**src/rtl/hazard_controller.sv**
```systemverilog
// Stall/flush/forward controller for the 5-stage pipeline: post-reset bubbles, load-use,
// taken branch, imem wait watchdog. Define HAZARD_PERF_CNT_EN to build the perf counters.
module hazard_controller #(
  parameter int ADDR_WIDTH    = 5,
  parameter int RESET_BUBBLES = 3,
  parameter int IMEM_TIMEOUT  = 64
) (
  input  logic                  clk,
  input  logic                  rst_n,
  input  logic [ADDR_WIDTH-1:0] Rs1D_i,
  input  logic [ADDR_WIDTH-1:0] Rs2D_i,
  input  logic [ADDR_WIDTH-1:0] Rs1E_i,
  input  logic [ADDR_WIDTH-1:0] Rs2E_i,
  input  logic [ADDR_WIDTH-1:0] RdE_i,
  input  logic [ADDR_WIDTH-1:0] RdM_i,
  input  logic [ADDR_WIDTH-1:0] RdW_i,
  input  logic                  ResultSrcE0_i,
  input  logic                  RegWriteM_i,
  input  logic                  RegWriteW_i,
  input  logic                  PCSrcE_i,
  input  logic                  ImemReady_i,
  output logic                  StallF_o,
  output logic                  StallD_o,
  output logic                  FlushD_o,
  output logic                  FlushE_o,
  output logic [1:0]            ForwardAE_o,
  output logic [1:0]            ForwardBE_o,
  output logic                  ImemErr_o,
  output logic [31:0]           StallCycles_o,
  output logic [31:0]           FlushCount_o
);

  typedef enum logic [1:0] {S_INIT, S_RUN, S_IWAIT, S_ERROR} state_t;

  localparam logic [3:0] LAST_BUBBLE = 4'(RESET_BUBBLES - 1);
  localparam logic [7:0] LAST_WAIT   = 8'(IMEM_TIMEOUT - 1);

  state_t     state_q, state_d;
  logic [3:0] bubble_q, bubble_d;
  logic [7:0] wait_q, wait_d;
  logic       load_use;
  logic       active;

  // NOTE: state registers use non-blocking assignments so every flop samples pre-edge values.
  always_ff @(posedge clk or negedge rst_n) begin
    if (!rst_n) begin
      state_q  <= S_INIT;
      bubble_q <= '0;
      wait_q   <= '0;
    end else begin
      state_q  <= state_d;
      bubble_q <= bubble_d;
      wait_q   <= wait_d;
    end
  end

  assign load_use = ResultSrcE0_i && (RdE_i != '0) &&
                    ((RdE_i == Rs1D_i) || (RdE_i == Rs2D_i));
  assign active   = (state_q == S_RUN) || (state_q == S_IWAIT);

  // NOTE: every always_comb output gets a default first so no path infers a latch.
  always_comb begin
    state_d  = state_q;
    bubble_d = bubble_q;
    wait_d   = wait_q;
    unique case (state_q)
      S_INIT: begin
        bubble_d = bubble_q + 4'd1;
        if (bubble_q == LAST_BUBBLE) state_d = S_RUN;
      end
      S_RUN: begin
        if (!ImemReady_i && !PCSrcE_i) begin
          state_d = S_IWAIT;
          wait_d  = 8'd1;
        end
      end
      S_IWAIT: begin
        if (PCSrcE_i) begin
          // A redirect abandons the stalled fetch; the new fetch gets a fresh timeout.
          wait_d  = '0;
          state_d = ImemReady_i ? S_RUN : S_IWAIT;
        end else if (ImemReady_i) begin
          wait_d  = '0;
          state_d = S_RUN;
        end else begin
          wait_d = wait_q + 8'd1;
          if (wait_q == LAST_WAIT) state_d = S_ERROR;
        end
      end
      S_ERROR: ;
      default: state_d = S_INIT;
    endcase
  end

  always_comb begin
    StallF_o = 1'b0;
    StallD_o = 1'b0;
    FlushD_o = 1'b0;
    FlushE_o = 1'b0;
    unique case (state_q)
      S_RUN, S_IWAIT: begin
        if (PCSrcE_i) begin
          FlushD_o = 1'b1;
          FlushE_o = 1'b1;
        end else if (load_use) begin
          StallF_o = 1'b1;
          StallD_o = 1'b1;
          FlushE_o = 1'b1;
        end else if (!ImemReady_i) begin
          StallF_o = 1'b1;
          FlushD_o = 1'b1;
        end
      end
      S_ERROR: begin
        StallF_o = 1'b1;
        StallD_o = 1'b1;
        FlushE_o = 1'b1;
      end
      default: begin
        // Pipeline registers have no reset, so INIT keeps bubbles flowing in.
        StallF_o = 1'b1;
        FlushD_o = 1'b1;
        FlushE_o = 1'b1;
      end
    endcase
  end

  function automatic logic [1:0] fwd_sel(input logic [ADDR_WIDTH-1:0] rs,
                                         input logic                  wr_m,
                                         input logic [ADDR_WIDTH-1:0] rd_m,
                                         input logic                  wr_w,
                                         input logic [ADDR_WIDTH-1:0] rd_w);
    if (wr_m && (rd_m != '0) && (rd_m == rs))      return 2'b10;
    else if (wr_w && (rd_w != '0) && (rd_w == rs)) return 2'b01;
    else                                           return 2'b00;
  endfunction

  always_comb begin
    ForwardAE_o = 2'b00;
    ForwardBE_o = 2'b00;
    if (active) begin
      ForwardAE_o = fwd_sel(Rs1E_i, RegWriteM_i, RdM_i, RegWriteW_i, RdW_i);
      ForwardBE_o = fwd_sel(Rs2E_i, RegWriteM_i, RdM_i, RegWriteW_i, RdW_i);
    end
  end

  assign ImemErr_o = (state_q == S_ERROR);

`ifdef HAZARD_PERF_CNT_EN
  logic [31:0] stall_cycles_q, flush_count_q;

  always_ff @(posedge clk or negedge rst_n) begin
    if (!rst_n) begin
      stall_cycles_q <= '0;
      flush_count_q  <= '0;
    end else begin
      if (active && StallF_o && (stall_cycles_q != '1)) stall_cycles_q <= stall_cycles_q + 32'd1;
      if (active && PCSrcE_i && (flush_count_q != '1))  flush_count_q  <= flush_count_q + 32'd1;
    end
  end

  assign StallCycles_o = stall_cycles_q;
  assign FlushCount_o  = flush_count_q;
`else
  assign StallCycles_o = '0;
  assign FlushCount_o  = '0;
`endif

endmodule

```
**config.mk**
```make
export PLATFORM = sky130hd
export DESIGN_NAME = hazard_controller
export DESIGN_NICKNAME = d
export VERILOG_FILES = /design/src/rtl/hazard_controller.sv
export SDC_FILE = /design/constraint.sdc
export NUM_CORES = 1
export LEC_CHECK = 0
export BUFFER_PORTS_ARGS = -buffer_cell sky130_fd_sc_hd__buf_2
export CAP_MARGIN = 20
export CORE_ASPECT_RATIO = 0.9
export CORE_MARGIN = 8
export CORE_UTILIZATION = 46
export CTS_BUF_LIST = sky130_fd_sc_hd__clkbuf_8 sky130_fd_sc_hd__clkbuf_16
export DETAILED_ROUTE_END_ITERATION = 10
export PLACE_DENSITY = 0.93
export SYNTH_ARGS = -nofsm -noshare
export SYNTH_HDL_FRONTEND = slang
export SYNTH_SLANG_ARGS = --single-unit
export TNS_END_PERCENT = 100
```
**constraint.sdc**
```tcl
create_clock -name clk -period 2.89 [get_ports clk]
set_input_delay 0.289 -clock clk [delete_from_list [all_inputs] [get_ports clk]]
set_output_delay 0.289 -clock clk [all_outputs]
set_load 0.01 [all_outputs]
```
# Yosys cells after proc, flatten, opt, wreduce, memory -nomap -nowiden
# Index checks and enable logic that the tools add are counted.
# classes
add_sub_neg	2
n_eq_ne	14
muxes	29
n_reduce_logical	22
# ops
operator	count
== test 5 bit	6
2-to-1 mux 8 bit	3
2-to-1 mux 2 bit	10
one-hot mux 8 bit (2 select lines)	1
nonzero test 5 bit	3
2-to-1 mux 1 bit	12
logical AND 1 bit	9
adder 8 x 1 -> 8 bit, second input constant	1
== test 8 x 6 -> 1 bit, second input constant	1
one-hot mux 2 bit (3 select lines)	1
adder 4 x 1 -> 4 bit, second input constant	1
== test 2 bit, second input constant	2
== test 4 x 2 -> 1 bit, second input constant	1
!= test 4 x 3 -> 1 bit, second input constant	1
one-hot mux 1 bit (2 select lines)	2
AND reduction 4 bit	1
nonzero test 3 bit	1
== test 2 x 1 -> 1 bit, second input constant	1
zero test 1 bit	2
zero test 2 bit	1
logical OR 1 bit	2
!= test 2 x 1 -> 1 bit, second input constant	1
!= test 2 bit, second input constant	1
AND reduction 2 bit	1
other kinds (2)	2
# totals
reg_bits	14
input_bits	42
output_inout_bits	73

# Longest topological paths before layout
# Gate-level depths: netlist (run 1).
# depth
word_depth	6
depth_mapped	7
ltp_nobuf	7

# Worst setup path before layout (run 1)
# OpenSTA, ideal clock, no wires.
# synth_timing
path_type	register -> output
startpoint	register state_q[0]
endpoint	output ForwardAE_o[0]
arrival_time_ps	1671
required_time_ps	2601
setup_slack_ps	930
path_stages_with_launch	6
n_path_buf	0
cell_sequence	dfrtp_1 > inv_1 > ha_1 > o211ai_1 > or4_1 > nor4_2
# synth_between
elab_chain_cells	3
# synth_lines
element	line_no	rtl
start: declaration	38	state_t state_q, state_d;
start signal: assignment	51	state_q <= state_d;
== test 2 x 1 -> 1 bit / == test 2 bit (equally long branches)	59	assign active = (state_q == S_RUN) || (state_q == S_IWAIT);
logical OR 1 bit (*)	59	
2-to-1 mux 2 bit (*)	141	if (active) begin
end: declaration	26	output logic [1:0] ForwardAE_o,
# Mark *: on every way between the ends. The rest lies on a longest branch, timed or not.

# Worst setup path after layout (run 1)
# layout_timing
startpoint	register state_q[0]
endpoint	output ForwardBE_o[0]
# layout_between
elab_chain_cells	3
# layout_lines
element	line_no	rtl
== test 2 x 1 -> 1 bit / == test 2 bit (equally long branches)	59	
logical OR 1 bit (*)	59	
2-to-1 mux 2 bit (*)	141	
end: declaration	27	output logic [1:0] ForwardBE_o,
# Marked as above.

==> results of run 1 <==
state kept, by name, summed over array words and instances (netlist names):
name	cells
state_q	2
bubble_q	4
wait_q	8
power breakdown:
group | internal (mW) | switching, mW | leakage (nW)
clock | 0.121 | 0.0719 | 0.0288
sequential | 0.247 | 0.0515 | 0.178
combinational | 0.193 | 0.263 | 0.763
final cells by class:
| type | count | area, um^2 | share of cell area (%) |
|---|---|---|---|
| clock buffers | 4 | 55.1 | 2.90 |
| inverters | 6 | 22.5 | 1.19 |
| flip-flops and latches | 14 | 350 | 18.5 |
| well taps | 46 | 57.6 | 3.03 |
| repair buffers | 51 | 260 | 13.7 |
| multi-input cells | 192 | 1150 | 60.7 |
worst register-to-register path, delay by kind of cell (launching register included):
kind,cells,cell delay [ps]
buf+inv,1,110
fa+ha+maj,1,280
flops,1,410
simple gates,1,120
compound gates,1,260
mux,1,590
synth_stat cells (2+ instances only):
master	count	area, um^2
ha_1	8	100
nor3b_1	2	15.0
dfrtp_1	14	350
nand3_1	5	25.0
a21oi_1	5	25.0
nand2_1	10	37.5
nor4_2	2	25.0
nor4_1	2	12.5
o21ai_0	18	90.1
nor3_1	2	10.0
nor2_1	10	37.5
or4_1	5	37.5
xor2_1	27	236
o21ai_2	2	17.5
nor2b_1	2	12.5
nand4_1	3	18.8
a31oi_1	2	12.5
a22o_1	2	17.5
mux2i_1	2	20.0
and2_2	2	15.0
xnor2_1	8	70.1
inv_1	6	22.5
buf_4	64	480
routing by layer:
| metal | share of wire (%) | track usage (%) | wire, um | vias to the layer above |
|---|---|---|---|---|
| met5 | 0 | 0 | 0 | - |
| li1 | - | - | - | 702 |
| met2 | 53 | 23.1 | 2050 | 69 |
| met1 | 39 | 14.1 | 1540 | 639 |
| met4 | 0.69 | 2.57 | 27 | 0 |
| met3 | 7.4 | 3.58 | 288 | 6 |
kinds of logic (layout without fill, tap and decap cells):
| kind of cell | after synthesis | count (layout) | synth area share, % |
|---|---|---|---|
| buffers and inverters | 70 | 61 | 28.4 |
| AND/OR/NAND/NOR | 49 | 49 | 15.7 |
| XOR/XNOR | 35 | 35 | 17.3 |
| AO/OA/AOI/OAI | 34 | 34 | 11.7 |
| flip-flops | 14 | 14 | 19.8 |
| adder cells (fa/ha/maj) | 8 | 8 | 5.66 |
| multiplexers | 2 | 2 | 1.13 |
| other | 1 | 64 | 0.212 |
path summary, 6_finish.rpt:
| check | end | depth (start not counted) |
|---|---|---|
| max | ForwardBE_o[0] | 6 |
| min | state_q[0] | 3 |
| max reg2reg | state_q[1] | 5 |
| min reg2reg | bubble_q[3] | 1 |
| max in group asynchronous | state_q[0] | 2 |
| min in group asynchronous | wait_q[6] | 2 |
cell usage in the layout (no fill, tap or decap):
cell and count:
nor3_2 1, dfrtp_1 14, ha_1 8, or3b_1 1, o21a_1 1, dlygate4sd3_1 1
o21ai_2 2, a21boi_2 1, nand4_1 3, or2_2 1, a22oi_1 1, o21ba_2 1
a31oi_1 2, a22o_1 2, nand3_1 5, o21ai_0 18, conb_1 64, mux2i_1 2
inv_1 6, xor2_1 27, nor2b_1 2, buf_2 50, nand2_1 10, nor3b_1 2
and2_2 2, and3_1 1, nor2_1 10, clkbuf_8 4, nor3_1 2, nor4_1 2
a21oi_1 5, xnor2_1 8, nor4_2 2, or4_1 5, o211ai_1 1
per-stage QoR:
step / cell area [um^2] / power (mW) / worst slack (ps) / instances
3_3_place_gp: 1830 / 0.731 / 782 / 308
4_1_cts: 1900 / 0.953 / 442 / 313
2_1_floorplan: 2000 / 0.672 / 930 / 276
5_1_grt: 1900 / 1.03 / 334 / 313
3_5_place_dp: 1830 / 0.754 / 726 / 308
6_report: 1900 / 0.947 / 451 / 313
==> metrics.txt, run 1 <==
R2R setup slack 1010 ps; hold path start ImemReady_i; vias in the first global route 1477; EDFF count, synth 0; Main synth FF type dfrtp_1; CTS H-tree depth 1; Min Clock Period, post-route 2440 ps; Max Cap Violations 0; CP Max Fanout 7; hold_buf cts 1; hold slack final 369 ps; ys async rst share 100%; Seq cells post-synth 14; diode count 0; register area share after synthesis 19.8%; pwr dens 499 nW/um^2; Syn-to-layout area delta 7.29%; largest net degree at the start of global routing 15; post-route setup TNS 0 ps; Worst Setup End Kind output pin; period utilization 84.4%; drt wl/cell 12.5 um; Setup Skew 1.74 ps; critical path type flop to output pin; Avg Inst Size Synth 8.30 um^2; Synth warnings 0; share of cells above drive strength 1 24.0%; postcts setup bufs 0; routed vias 1416; Max Freq 0.410 GHz; Port Buffer Count 50; CP peak stage delay 550 ps; core box area 3700 um^2; critical path startpoint state_q[0]; Pleak 0.970 nW; cell row count 21; clock buffer depth 2; Ports 115; worst skew pair latency 250 ps; Post-CTS Resized 0; buffers plus inverters on the worst setup path 2; number of max-slew violations in the final report 0; CP top delay family simple AND/OR/NAND/NOR gates; Post-Route WL 3910 um; die height 74.8 um; DRC violations left 0; unrepaired setup endpoints after global routing no; remaining antenna violation count 0; synth unique cells 33; Data required, critical path 2600 ps; die width 81.4 um; Setup Viol. Count Final 0; final core utilization 51.2%; outcome complete, no violations; TritonCTS Buffers 3; vias per inst 4.52; nature of the critical path startpoint flop; die area 6090 um^2; Fillers 346; 1st-iter DRT viols 41; Routability Congestion 0.818; Hold Fails Final Rpt 0; synthesized instance count 213; GRT overflow 0; gr usage total 12.6%; initial core utilization 47.7%; CTS tree done; worst ir drop on vdd 0.250 mV; slew margin rel. 57.1%; Mapped Area 1770 um^2; CP arrival 2150 ps; nets@finish 318; initial antenna violation count 0; CP Cell Sequence inv_1, ha_1, o211ai_1, or4_1, nor4_2, buf_2; drt pass-1 iters 4; root buffer cell clkbuf_8; register clock-pin slew on the reported worst setup and hold paths 60 ps; RR Startpoint state_q[1]; Hold WC Path Type input port to flop; Num Clock Sinks 14; hpwl dp 3480 um; Tightest Pin Transition 626 ps; first-pass GRT wire length 6340 um; slowest CP cell or4_1
No activity file was read; power rests on OpenSTA's default activity.
==> run 2: changes to the inputs <==
--- a/config.mk
+++ b/config.mk
@@ -9,10 +9,10 @@
 export CAP_MARGIN = 20
 export CORE_ASPECT_RATIO = 0.9
 export CORE_MARGIN = 8
-export CORE_UTILIZATION = 46
+export CORE_UTILIZATION = 43
 export CTS_BUF_LIST = sky130_fd_sc_hd__clkbuf_8 sky130_fd_sc_hd__clkbuf_16
 export DETAILED_ROUTE_END_ITERATION = 10
-export PLACE_DENSITY = 0.93
+export PLACE_DENSITY = 0.88
 export SYNTH_ARGS = -nofsm -noshare
 export SYNTH_HDL_FRONTEND = slang
 export SYNTH_SLANG_ARGS = --single-unit
==> constraint.sdc (replaced) <==
create_clock -name clk -period 2.4 [get_ports clk]
set_input_delay 0.24 -clock clk [delete_from_list [all_inputs] [get_ports clk]]
set_output_delay 0.24 -clock clk [all_outputs]
set_load 0.01 [all_outputs]
==> run 2 against run 1 <==
Cell count grew 1.6%. Setup slack got worse by 330 ps. Global-route usage decreased by 0.76 points. Power increased by 23%. Via count rose by 0.49%. Critical path type unchanged. Critical endpoint unchanged. Largest cell class unchanged.
==> metrics.txt, run 2 (same netlist as run 1, synthesis figures left out) <==
grt met2 use 20.7%; Max Cap Violations 0; Pleak 0.984 nW; TritonCTS Buffers 3; CP top delay family simple AND/OR/NAND/NOR gates; share of cells above drive strength 1 24.8%; hpwl dp 3470 um; Pwr Total 1.17 mW; CP Max Fanout 5; Hold EP state_q[0]; Post-CTS Resized 0; RR Startpoint state_q[0]; die width 83.6 um; slowest CP cell or4_1; Setup Viol. Count Final 0; commonest non-fill, non-tap cell in the layout conb_1; register clock-pin slew on the reported worst setup and hold paths 60 ps; gr usage total 11.9%; Internal 697 uW; die height 76.8 um; R2R setup slack 600 ps; Hold Path Cell Cnt 3; RR Endpoint state_q[1]; Port Buffer Count 50; placed inst area 1850 um^2; 1st-iter DRT viols 68; buffers plus inverters on the worst setup path 2; Hold WC Path Type input port to flop; pwr dens 608 nW/um^2; nature of the critical path startpoint flop; largest net degree at the start of global routing 15; vias per inst 4.47; drt pass-1 iters 4; Routability Congestion 0.792; Min Clock Period, post-route 2280 ps; cell row count 22; commonest non-fill, non-tap cells in the layout conb_1 (64), buf_2 (50), xor2_1 (27); CP arrival 2040 ps; Data required, critical path 2160 ps; Num Clock Sinks 14; worst ir drop on vdd 0.274 mV; outcome complete, no violations; number of flip-flops under the largest register name 8; remaining antenna violation count 0; Final WS setup 122 ps; Place WS 389 ps; Comb power frac 49.1%; Top reg by flops wait_q; clock share of power 20.2%; fin area 1920 um^2; vias in the first global route 1497; post-route setup TNS 0 ps; period utilization 94.9%; CTS tree done; Sequential Power Share 30.8%; diode count 0; root buffer cell clkbuf_8; Ports 115; core box area 4020 um^2; drt wl/cell 12.6 um; Setup Skew 5.14 ps; largest registers wait_q (8), bubble_q (4), state_q (2); Sw Pwr 472 uW; initial antenna violation count 0; CP Cell Sequence inv_1, ha_1, o211ai_1, or4_1, nor4_2, buf_2; CP peak stage delay 540 ps; critical path type flop to output pin; GRT overflow 0; grt met3 use 4.33%; worst skew pair latency 250 ps; number of max-slew violations in the final report 0; Hold Fails Final Rpt 0; busiest grt layer met2; unrepaired setup endpoints after global routing no; routed vias 1423; nets@finish 321; Max Freq 0.439 GHz; Syn-to-layout area delta 8.70%; Post-Route WL 4000 um; hold path start ImemReady_i; worst reg-to-reg path cell count 6; met1 GRT Util 13.3%; CTS H-tree depth 1; Worst Setup End Kind output pin; die area 6420 um^2; first-pass GRT wire length 6690 um; switching share of total power 40.4%; DRC violations left 0; initial core utilization 44.0%; clock buffer depth 2
[run 2: changes by cell type in the layout (fill, tap and decap cells not counted)]
cell	before	now
buf_4	0	3
[run 2: final cells by class]
| type | instances | area (um^2) |
|---|---|---|
| flip-flops and latches | 14 | 350 |
| inverters | 6 | 22.5 |
| repair buffers | 54 | 283 |
| clock buffers | 4 | 55.1 |
| well taps | 48 | 60.1 |
| fillers | 386 | 2100 |
| multi-input cells | 192 | 1150 |
[run 2: worst max path at each step]
stage                                end  cells after the start       start  slack, ps
after floorplan           ForwardAE_o[0]                      5  state_q[0]        490
after global placement    ForwardBE_o[0]                      6  state_q[0]        450
after detailed placement  ForwardBE_o[0]                      6  state_q[0]        390
after CTS                 ForwardBE_o[0]                      6  state_q[0]        100
after global routing      ForwardAE_o[0]                      6  state_q[0]         10
final                     ForwardBE_o[0]                      6  state_q[0]        120
[run 2: power by group through the flow]
| stage | combinational [mW] | sequential [mW] | clock, mW |
|---|---|---|---|
| 2_1_floorplan | 0.460 | 0.349 | 0 |
| 3_3_place_gp | 0.542 | 0.359 | 0 |
| 3_5_place_dp | 0.558 | 0.363 | 0 |
| 4_1_cts | 0.562 | 0.361 | 0.240 |
| 5_1_grt | 0.646 | 0.368 | 0.256 |
| 6_report | 0.574 | 0.360 | 0.236 |
[run 2: worst min-delay path: cells and delay by family]
kind            cells  cell delay, ps
compound gates      1              70
buf+inv             2             220
[run 2: timing repair]
item / 4_1_cts / 5_1_grt
buffers inserted: 0 / 1
endpoints found under the setup margin: 0 / 1
hold buffers: 1 / 0
endpoints found under the hold margin: 14 / 0
[run 2: stage by stage]
stage	hold slack, ps	std cells	utilization (%)
after floorplan	-55.6	276	-
final	318	318	47.8
after global routing	337	318	47.8
after CTS	314	317	47.6
after detailed placement	152	312	46.0
after global placement	147	312	46.0
[run 2: layer usage]
metal,vias up,part of all wire (%),routed length [um]
met5,-,0,0
met4,0,1.3,51
met3,7,6.9,276
met2,64,51,2050
met1,648,41,1620
li1,704,-,-
